$ cat config.mk
export PLATFORM = sky130hd
export DESIGN_NAME = fetch_ctrl
export DESIGN_NICKNAME = d
export VERILOG_FILES = /design/src/rtl/fetch_ctrl_pkg.sv /design/src/rtl/fetch_ctrl_sat_counter.sv /design/src/rtl/fetch_ctrl.sv
export SDC_FILE = /design/constraint.sdc
export NUM_CORES = 1
export LEC_CHECK = 0
export BUFFER_PORTS_ARGS = -buffer_cell sky130_fd_sc_hd__buf_2
export CAP_MARGIN = 20
export CORE_MARGIN = 2
export CORE_UTILIZATION = 37
export DETAILED_ROUTE_END_ITERATION = 16
export PLACE_DENSITY = 0.95
export SYNTH_ARGS = -nofsm -noshare
export SYNTH_HDL_FRONTEND = slang
export SYNTH_SLANG_ARGS = --single-unit
$ cat constraint.sdc
create_clock -name clk -period 3.6 [get_ports clk]
set_input_delay 0.54 -clock clk [delete_from_list [all_inputs] [get_ports clk]]
set_output_delay 0.54 -clock clk [all_outputs]
set_load 0.005 [all_outputs]
$ cat src/rtl/fetch_ctrl_pkg.sv
// Shared types and constants for the instruction-fetch sequencer.
// Optional performance counters are enabled by FETCH_CTRL_PERF_EN.
package fetch_ctrl_pkg;

   localparam int ADDR_W_DEF = 24;
   localparam int PERF_W     = 16;
   localparam int FCNT_W     = 3;

   typedef enum logic [2:0] {
      S_RESET,
      S_BOOT,
      S_RUN,
      S_STALL,
      S_REDIRECT,
      S_HALT
   } fetch_state_t;

endpackage

$ cat src/rtl/fetch_ctrl_sat_counter.sv
// Saturating up-counter with increment enable.
// Used for the optional FETCH_CTRL_PERF_EN stall/redirect counters.
module fetch_ctrl_sat_counter #(
   parameter int W = 16
) (
   input  logic         clk,
   input  logic         rst,
   input  logic         i_inc,
   output logic [W-1:0] o_count
);

   logic [W-1:0] r_count;

   always_ff @(posedge clk or posedge rst) begin
      if (rst) begin
         r_count <= '0;
      end else if (i_inc && (r_count != '1)) begin
         r_count <= r_count + 1'b1;
      end
   end

   assign o_count = r_count;

endmodule

$ cat src/rtl/fetch_ctrl.sv
// Fetch sequencer: arbitrates branch, halt and stall requests into fetch controls.
// Define FETCH_CTRL_PERF_EN to build the stall/redirect performance counters.
module fetch_ctrl
   import fetch_ctrl_pkg::*;
#(
   parameter int                ADDR_W       = ADDR_W_DEF,
   parameter logic [ADDR_W-1:0] RESET_ADDR   = '0,
   parameter int                FLUSH_CYCLES = 2
) (
   input  logic              clk,
   input  logic              rst,
   input  logic              stallReq,
   input  logic              branchTaken,
   input  logic [ADDR_W-1:0] branchTarget,
   input  logic              haltReq,
   output logic              fetchEn,
   output logic              branchFlag,
   output logic [ADDR_W-1:0] branchAddr,
   output logic              flushIfId,
   output logic              flushIdEx,
   output logic              halted,
   output logic [PERF_W-1:0] stallCount,
   output logic [PERF_W-1:0] redirectCount
);

   localparam logic [FCNT_W-1:0] FLUSH_LD = FCNT_W'(FLUSH_CYCLES);

   fetch_state_t      r_state;
   fetch_state_t      w_next_state;
   logic [FCNT_W-1:0] r_flush_cnt;
   logic [FCNT_W-1:0] w_next_cnt;

   logic w_req_ok;
   logic w_take_br;
   logic w_take_halt;
   logic w_take_stall;

   // Requests are only honoured in RUN/STALL; in REDIRECT they are squashed.
   assign w_req_ok     = (r_state == S_RUN) || (r_state == S_STALL);
   assign w_take_br    = w_req_ok & branchTaken;
   assign w_take_halt  = w_req_ok & ~branchTaken & haltReq;
   assign w_take_stall = w_req_ok & ~branchTaken & ~haltReq & stallReq;

   always_ff @(posedge clk or posedge rst) begin
      if (rst) begin
         r_state     <= S_RESET;
         r_flush_cnt <= '0;
      end else begin
         r_state     <= w_next_state;
         r_flush_cnt <= w_next_cnt;
      end
   end

   always_comb begin
      w_next_state = r_state;
      w_next_cnt   = r_flush_cnt;
      case (r_state)
         S_RESET: w_next_state = S_BOOT;
         S_BOOT:  w_next_state = S_RUN;
         S_RUN, S_STALL: begin
            unique case (1'b1)
               w_take_br: begin
                  w_next_state = S_REDIRECT;
                  w_next_cnt   = FLUSH_LD;
               end
               w_take_halt:  w_next_state = S_HALT;
               w_take_stall: w_next_state = S_STALL;
               default:      w_next_state = S_RUN;
            endcase
         end
         S_REDIRECT: begin
            if (r_flush_cnt <= FCNT_W'(1)) begin
               w_next_state = S_RUN;
               w_next_cnt   = '0;
            end else begin
               w_next_cnt = r_flush_cnt - 1'b1;
            end
         end
         S_HALT:  w_next_state = S_HALT;
         default: w_next_state = S_RESET;
      endcase
   end

   always_comb begin
      fetchEn    = 1'b0;
      branchFlag = 1'b0;
      branchAddr = '0;
      flushIfId  = 1'b0;
      flushIdEx  = 1'b0;
      halted     = 1'b0;
      case (r_state)
         S_BOOT: begin
            fetchEn    = 1'b1;
            branchFlag = 1'b1;
            branchAddr = RESET_ADDR;
            flushIfId  = 1'b1;
            flushIdEx  = 1'b1;
         end
         S_RUN, S_STALL: begin
            unique case (1'b1)
               w_take_br: begin
                  fetchEn    = 1'b1;
                  branchFlag = 1'b1;
                  branchAddr = branchTarget;
                  flushIfId  = 1'b1;
                  flushIdEx  = 1'b1;
               end
               w_take_halt:  flushIfId = 1'b1;
               w_take_stall: flushIdEx = 1'b1;
               default:      fetchEn   = 1'b1;
            endcase
         end
         S_REDIRECT: begin
            fetchEn   = 1'b1;
            flushIdEx = 1'b1;
         end
         S_HALT: begin
            flushIfId = 1'b1;
            halted    = 1'b1;
         end
         default: ;
      endcase
   end

`ifdef FETCH_CTRL_PERF_EN
   fetch_ctrl_sat_counter #(.W(PERF_W)) u_stall_cnt (
      .clk     (clk),
      .rst     (rst),
      .i_inc   (w_take_stall),
      .o_count (stallCount)
   );

   fetch_ctrl_sat_counter #(.W(PERF_W)) u_redir_cnt (
      .clk     (clk),
      .rst     (rst),
      .i_inc   (w_take_br),
      .o_count (redirectCount)
   );
`else
   assign stallCount    = '0;
   assign redirectCount = '0;
`endif

endmodule

==> results by group, run 1 <==
Run status
  – Status: finished clean

Timing
  – Highest clock rate: between 400 and 500 MHz
  – Post-route minimum period: 2.25 ns
  – Final hold viol count: 0
  – Worst rel slew slack: 58.3%
  – Setup TNS: 0 ns
  – Max Slew Vio Count: 0
  – Final period util: 62.6%
  – Fin Clk Skew: 0.00151 ns
  – Final setup violation count: 0
  – RSZ-0062 raised after global routing: false
  – Worst Tran Pin Value: around 0.63 ns

Setup path
  – R2R Path End: r_flush_cnt[0]
  – Critical path launch point: r_state[2]
  – CP Capture Type: primary output
  – WP data required: slightly above 3 ns
  – CP Launch Type: register
  – CP Max Fanout: 27
  – Setup CP Type: register to primary output
  – Worst r2r path cells: 3
  – Register-to-Register Setup Slack: about 2.1 ns
  – Timing endpoint of the critical path: branchAddr[17]
  – Worst Path Arrival: between 1.5 and 2 ns
  – RR Startpoint: r_state[2]

Clocking
  – Root buf cell: clkbuf_4
  – TritonCTS clock tree: built
  – Num CTS Buffers: 3
  – Clk slew on worst S/H paths: 0.04 ns
  – Post-CTS Setup Inserts: 0
  – CTS Hold Bufs: 0
  – Post_cts resized: 0
  – Clock sinks: 6
  – Clock latency on the worst-skew pair: between 0.2 and 0.25 ns
  – Max clock buf depth: 2
  – H-tree depth: 1

Layout
  – Fill count: 219
  – Multi-input logic area: around 500 um2
  – Ant diodes: 0
  – NumNets Final: slightly below 200
  – Layout cell share with drive strength beyond 1: 38.8%
  – Seq. cell area: 150 um2
  – Area Growth Syn to Fin: 21.0%
  – Final instance area: 1010 um2

Placement
  – Dpl hpwl: between 1000 and 1500 um
  – Placed Instance Area: 992 um2
  – Placer Congestion: between 0.7 and 0.8
  – I/O Buffers: 57

Yosys
  – Post-Syn Area: 838 um2
  – Count of different cell masters after synthesis: 30
  – Post-synth EDFFs: 0
  – Post-synth ARST share: 100%
  – Yosys reg bits: 6
  – Cells after Synth: between 100 and 150
  – Yosys warns: 0
  – Ys flop type: dfrtp_1
  – Register area share after synthesis: approximately 18%
  – Avg Cell Area, Syn: between 7 and 8 um2

Route
  – Initial drt markers: 6
  – DRT Wirelength: around 1700 um
  – Via count: a little under 800
  – DRC: 0
  – Drt pass-1 iters: 4
  – DRT antenna net count: 0
  – DR WL/cell: about 9 um
  – Via/cell ratio: around 4.1

Power and ir drop
  – PD cells: a little under 500 nW/um2
  – Power, Total: around 500 uW
  – Leak: around 0.00063 uW
  – Worst vdd ir: 0.000228 V

Global routing
  – Vias in the first global route: ~560
  – First-pass GRT wire length: ~2300 um
  – Total track usage: approximately 12%
  – Largest net degree at the start of global routing: 28
  – GRT overflow: 0
  – Initial antenna violation count: 0

Floorplan
  – Die W: a little over 50 um
  – Chip Height: between 50 and 60 um
  – Rows: 17
  – Starting Density: between 30 and 40%
  – # IOs: 90
  – Die area: 2660 um2
  – Core footprint: between 2000 and 2500 um2

Job
  – Max_cap viols: 0

Min path
  – Hold crit path type: input pin to async pin
==> how the worst min path moves through the flow <==
stage / slack [ns] / startpoint / depth (start not counted) / to
after floorplan: 0.33 / rst / 1 / r_flush_cnt[0]
after global placement: 0.46 / rst / 2 / r_flush_cnt[1]
after detailed placement: 0.46 / rst / 2 / r_flush_cnt[1]
after CTS: 0.20 / rst / 2 / r_flush_cnt[1]
after global routing: 0.23 / rst / 2 / r_flush_cnt[1]
final: 0.20 / rst / 2 / r_flush_cnt[1]
==> stage by stage <==
step / hold slack [ns] / setup slack [ns] / util (%) / instances
final: 0.204 / 1.35 / 46.8 / 188
after global routing: 0.234 / 1.22 / 46.8 / 188
after CTS: 0.202 / 1.31 / 46.8 / 188
after detailed placement: 0.463 / 1.45 / 45.7 / 185
after global placement: 0.460 / 1.50 / 45.7 / 185
after floorplan: 0.331 / 1.93 / - / 138
==> layout by cell type, fill, tap and decap left out, drive strengths merged <==
cell type and n:
a21boi 1, a21oi 1, a2bb2oi 1, and2 24, and3b 1, buf 57, clkbuf 3, conb 32
dfrtp 6, ha 2, inv 5, nand2 1, nand2b 1, nand3 1, nand3b 1, nor2 4
nor2b 1, nor3 1, nor3b 2, nor4bb 1, o21ai 5, o21ba 1, o21bai 1, o22ai 1
o31ai 3, o32ai 1, or2b 1, or3b 1
==> synthesized netlist by cell type (2+ instances only) <==
master	instances	area share, %
buf_6	2	2.7
and2_1	24	18
o21ai_0	4	2.4
inv_1	5	2.2
nor3b_1	2	1.8
ha_1	2	3.0
nor2_1	4	1.8
buf_4	32	29
o31ai_1	3	2.7
buf_2	4	2.4
dfrtp_1	6	18
==> layout make-up <==
type	count	area share, %
multi-input cells	89	49.6
repair buffers	57	28.1
flip-flops and latches	6	14.8
well taps	28	3.45
clock buffers	3	2.22
inverters	5	1.85
==> power breakdown <==
| group | internal [uW] | switching, uW | leakage, uW |
|---|---|---|---|
| Sequential | 98.6 | 47.4 | 0.0000750 |
| Combinational | 154 | 145 | 0.000539 |
| Clock | 37.5 | 21.2 | 0.0000138 |
| Total | 290 | 214 | 0.000628 |
==> state kept, by name, summed over array words and instances (netlist names) <==
| signal | flops |
|---|---|
| r_flush_cnt | 3 |
| r_state | 3 |
==> kinds of logic after synthesis <==
| family | synth area share [%] |
|---|---|
| AOI/OAI and AO/OA | 13.0 |
| adders and majority gates | 2.98 |
| and+or+nand+nor | 29.7 |
| DFF | 17.9 |
| buffers and inverters | 36.0 |
| other | 0.447 |
==> metal layers <==
metal | global-route usage, % | vias up | wire length, um
li1 | - | 385 | -
met1 | 9.82 | 336 | 602
met2 | 24.8 | 49 | 871
met3 | 4.31 | 2 | 188
met4 | 5.26 | 0 | 29
met5 | 0 | - | 0
==> critical path, stage by stage, from the launching register on <==
cell and delay (ns):
dfrtp_1 0.47, and3b_1 0.66, and2_1 0.22, buf_2 0.12
Power figures use the tool's default switching activity.
==> inputs of run 2 (changes only) <==
--- a/config.mk
+++ b/config.mk
@@ -5,12 +5,13 @@
 export SDC_FILE = /design/constraint.sdc
 export NUM_CORES = 1
 export LEC_CHECK = 0
+export ABC_AREA = 1
 export BUFFER_PORTS_ARGS = -buffer_cell sky130_fd_sc_hd__buf_2
 export CAP_MARGIN = 20
 export CORE_MARGIN = 2
-export CORE_UTILIZATION = 37
+export CORE_UTILIZATION = 35
 export DETAILED_ROUTE_END_ITERATION = 16
-export PLACE_DENSITY = 0.95
+export PLACE_DENSITY = 0.9
 export SYNTH_ARGS = -nofsm -noshare
 export SYNTH_HDL_FRONTEND = slang
 export SYNTH_SLANG_ARGS = --single-unit
==> constraint.sdc (replaced) <==
create_clock -name clk -period 2.24 [get_ports clk]
set_input_delay 0.336 -clock clk [delete_from_list [all_inputs] [get_ports clk]]
set_output_delay 0.336 -clock clk [all_outputs]
set_load 0.005 [all_outputs]
==> results by group, run 2 <==
Run status
  – Status: finished clean

Yosys
  – Avg Cell Area, Syn: 5.80 um2 (-26%)
  – Mux share of post-synthesis cell area: 0% (unchanged)
  – Commonest cells in the netlist: 38 x inv_1, 32 x buf_4, 31 x nor2_1, 21 x nand2_1, 12 x nand3_1
  – Cell with the most instances after synthesis: inv_1
  – Largest family of logic cells by synthesized area: buffers and inverters
  – Area share of fa/ha/maj cells after synthesis: 2.84% (-0.14 points)
  – Yosys warns: 0 (unchanged)
  – Compound-Gate Fraction of Synth Area: 1.14% (-12 points)
  – Yosys reg bits: 6 (unchanged)
  – Post-Syn Area: 881 um2 (+5.1%)
  – Synth top area share: 27.3% (-1.4 points)
  – Register area share after synthesis: 17.0% (-0.86 points)
  – Count of different cell masters after synthesis: 15 (-50%)
  – Ys flop type: dfrtp_1
  – Largest area contributor in the netlist: buf_4
  – Synth Area in XOR/XNOR: 0% (unchanged)
  – Cells after Synth: 152 (+42%)
  – Post-synth EDFFs: 0 (unchanged)
  – Post-synth ARST share: 100% (unchanged)
  – Simple-Gate Fraction of Synth Area: 31.5% (+1.8 points)
  – Synth area leaders: buf_4 27%, dfrtp_1 17%, inv_1 16%, nor2_1 13%, nand2_1 8.9%

Clocking
  – Clock sinks: 6 (unchanged)
  – Post_cts resized: 0 (unchanged)
  – Max clock buf depth: 2 (unchanged)
  – H-tree depth: 1 (unchanged)
  – Num CTS Buffers: 3 (unchanged)
  – Clk slew on worst S/H paths: 0.05 ns (about the same)
  – Root buf cell: clkbuf_4
  – Post-CTS Setup Inserts: 0 (unchanged)
  – TritonCTS clock tree: built
  – CTS Hold Bufs: 0 (unchanged)
  – Clock latency on the worst-skew pair: 0.25 ns (about the same)

Floorplan
  – Core footprint: 2430 um2 (+12%)
  – # IOs: 90 (unchanged)
  – Die W: 54.2 um (+5.0%)
  – Starting Density: 36.2% (-2.4 points)
  – Chip Height: 54.2 um (+5.0%)
  – Rows: 18 (+1)
  – Die area: 2930 um2 (+10%)

Route
  – Via/cell ratio: 3.74 (-8.9%)
  – Via count: 890 (+15%)
  – DRT antenna net count: 0 (unchanged)
  – DRC: 0 (unchanged)
  – Drt pass-1 iters: 3 (-1)
  – DR WL/cell: 7.68 um (-15%)
  – Initial drt markers: 9 (+3)
  – DRT Wirelength: 1830 um (+8.1%)

Layout
  – Commonest cells after routing, fill and taps aside: 57 x buf_2, 38 x inv_1, 32 x conb_1
  – NumNets Final: 241 (+25%)
  – Layout cell share with drive strength beyond 1: 30.8% (-8.0 points)
  – Area Growth Syn to Fin: 22.0%
  – Largest registers: r_flush_cnt (3), r_state (3)
  – Fill count: 264 (+21%)
  – Commonest non-fill, non-tap cell in the layout: buf_2
  – Ant diodes: 0 (unchanged)
  – Finished Core Util: 44.2% (-2.6 points)

Timing
  – Highest clock rate: 542 MHz
  – Max Slew Vio Count: 0 (unchanged)
  – Final setup violation count: 0 (unchanged)
  – Final hold viol count: 0 (unchanged)
  – Setup TNS: 0 ns (unchanged)
  – Final period util: 82.4%
  – RSZ-0062 raised after global routing: false
  – Fin Clk Skew: 0.00510 ns (+0.00359 ns)
  – Worst rel slew slack: 66.5% (+8.2 points)
  – Hold Slack: 0.00827 ns (-0.196 ns)
  – Post-route minimum period: between 1.5 and 2 ns
  – Worst Tran Pin Value: 0.502 ns (-0.123 ns)

Setup path
  – Buf/Inv on CP: 2 (+1)
  – CP top delay family: simple AND/OR/NAND/NOR gates
  – Crit path max-delay cell type: dfrtp_1
  – RR Startpoint: r_state[2]
  – Slowest Stage Delay on Critical Path: 0.40 ns (-0.26 ns)
  – Setup CP Type: register to primary output
  – Worst Path Arrival: 1.51 ns (-0.20 ns)
  – Register-to-Register Setup Slack: 0.92 ns (-1.17 ns)
  – WP data required: 1.90 ns (-1.16 ns)
  – Worst r2r path cells: 4 (+1)
  – CP Max Fanout: 29 (+7.4%)
  – Cells along the critical path: inv_2 > nand3_2 > nand3_1 > buf_2
  – CP Capture Type: primary output
  – CP Launch Type: register
  – R2R Path End: r_flush_cnt[0]

Min path
  – Hold crit path type: input pin to async pin

Power and ir drop
  – Sw frac: 48.2% (+5.8 points)
  – Combinational power share: 64.0% (+4.7 points)
  – PD cells: 794 nW/um2 (+60%)
  – Int Pwr: 442 uW (+53%)
  – Switch Pwr: 411 uW (+93%)
  – Worst vdd ir: 0.000300 V (+32%)
  – Leak: 0.000844 uW (+34%)
  – Clock Power Share: 12.2% (+0.5 points)
  – Seq pwr share: 23.9% (-5.1 points)

Placement
  – Placer Congestion: 0.736 (+3.6%)
  – Dpl hpwl: 1520 um (+5.0%)
  – I/O Buffers: 57 (unchanged)

Global routing
  – Total track usage: 11.7% (-0.34 points)
  – Initial antenna violation count: 0 (unchanged)
  – GRT overflow: 0 (unchanged)
  – Vias in the first global route: 677 (+22%)
  – Largest net degree at the start of global routing: 30 (+7.1%)
  – First-pass GRT wire length: 2460 um (+5.6%)

Job
  – Max_cap viols: 0 (unchanged)
[run 2: cell count changes in the layout (fill, tap and decap cells not counted), moves of 2 or more]
cell / before / now
o31ai_1: 3 / 0
o21ai_0: 4 / 2
nand2_1: 1 / 21
nor2_1: 4 / 31
nor3b_1: 2 / 0
nand3_1: 1 / 12
and2_1: 24 / 0
inv_1: 5 / 38
[run 2: cell type report]
class                      instances  area (um2)  share of cell area [%]
sequential                         6         150                    14.0
tap                               30        37.5                    3.49
multi-input combinational        103         433                    40.3
timing repair buffer              57         285                    26.5
clock buffer                       3        22.5                    2.10
inverter                          39         146                    13.6
[run 2: how the worst max path moves through the flow]
stage / slack [ns] / startpoint / endpoint / cells past startpoint
2_1_floorplan: 1.01 / r_state[2] / branchAddr[14] / 5
3_3_place_gp: 0.68 / r_state[2] / flushIdEx / 4
3_5_place_dp: 0.64 / r_state[2] / flushIdEx / 4
4_1_cts: 0.37 / r_state[2] / flushIdEx / 4
5_1_grt: 0.23 / r_state[2] / branchAddr[7] / 4
6_report: 0.40 / r_state[2] / flushIdEx / 4
[run 2: power by group through the flow]
stage | Clock, uW | Combinational (uW) | Sequential (uW)
after floorplan | 0 | 426 | 196
after global placement | 0 | 540 | 201
after detailed placement | 0 | 553 | 206
after CTS | 102 | 558 | 204
after global routing | 106 | 647 | 211
final | 104 | 546 | 204
[run 2: logic make-up after synthesis]
family          Yosys count
simple gates             67
flops                     6
buf+inv                  74
compound gates            2
other cells               1
fa+ha+maj                 2
[run 2: per-layer routing]
layer,wire [um],vias up,track usage (%)
met3,235,4,3.06
li1,-,478,-
met2,905,45,23.7
met5,0,-,0
met1,655,363,10.0
met4,32,0,6.25
[run 2: per-stage QoR]
step / power [uW] / instance area [um2] / std cells / setup slack (ns)
2_1_floorplan: 622 / 997 / 183 / 1.01
4_1_cts: 864 / 1070 / 238 / 0.372
3_5_place_dp: 758 / 1050 / 235 / 0.638
5_1_grt: 964 / 1070 / 238 / 0.226
3_3_place_gp: 742 / 1050 / 235 / 0.680
6_report: 853 / 1070 / 238 / 0.395
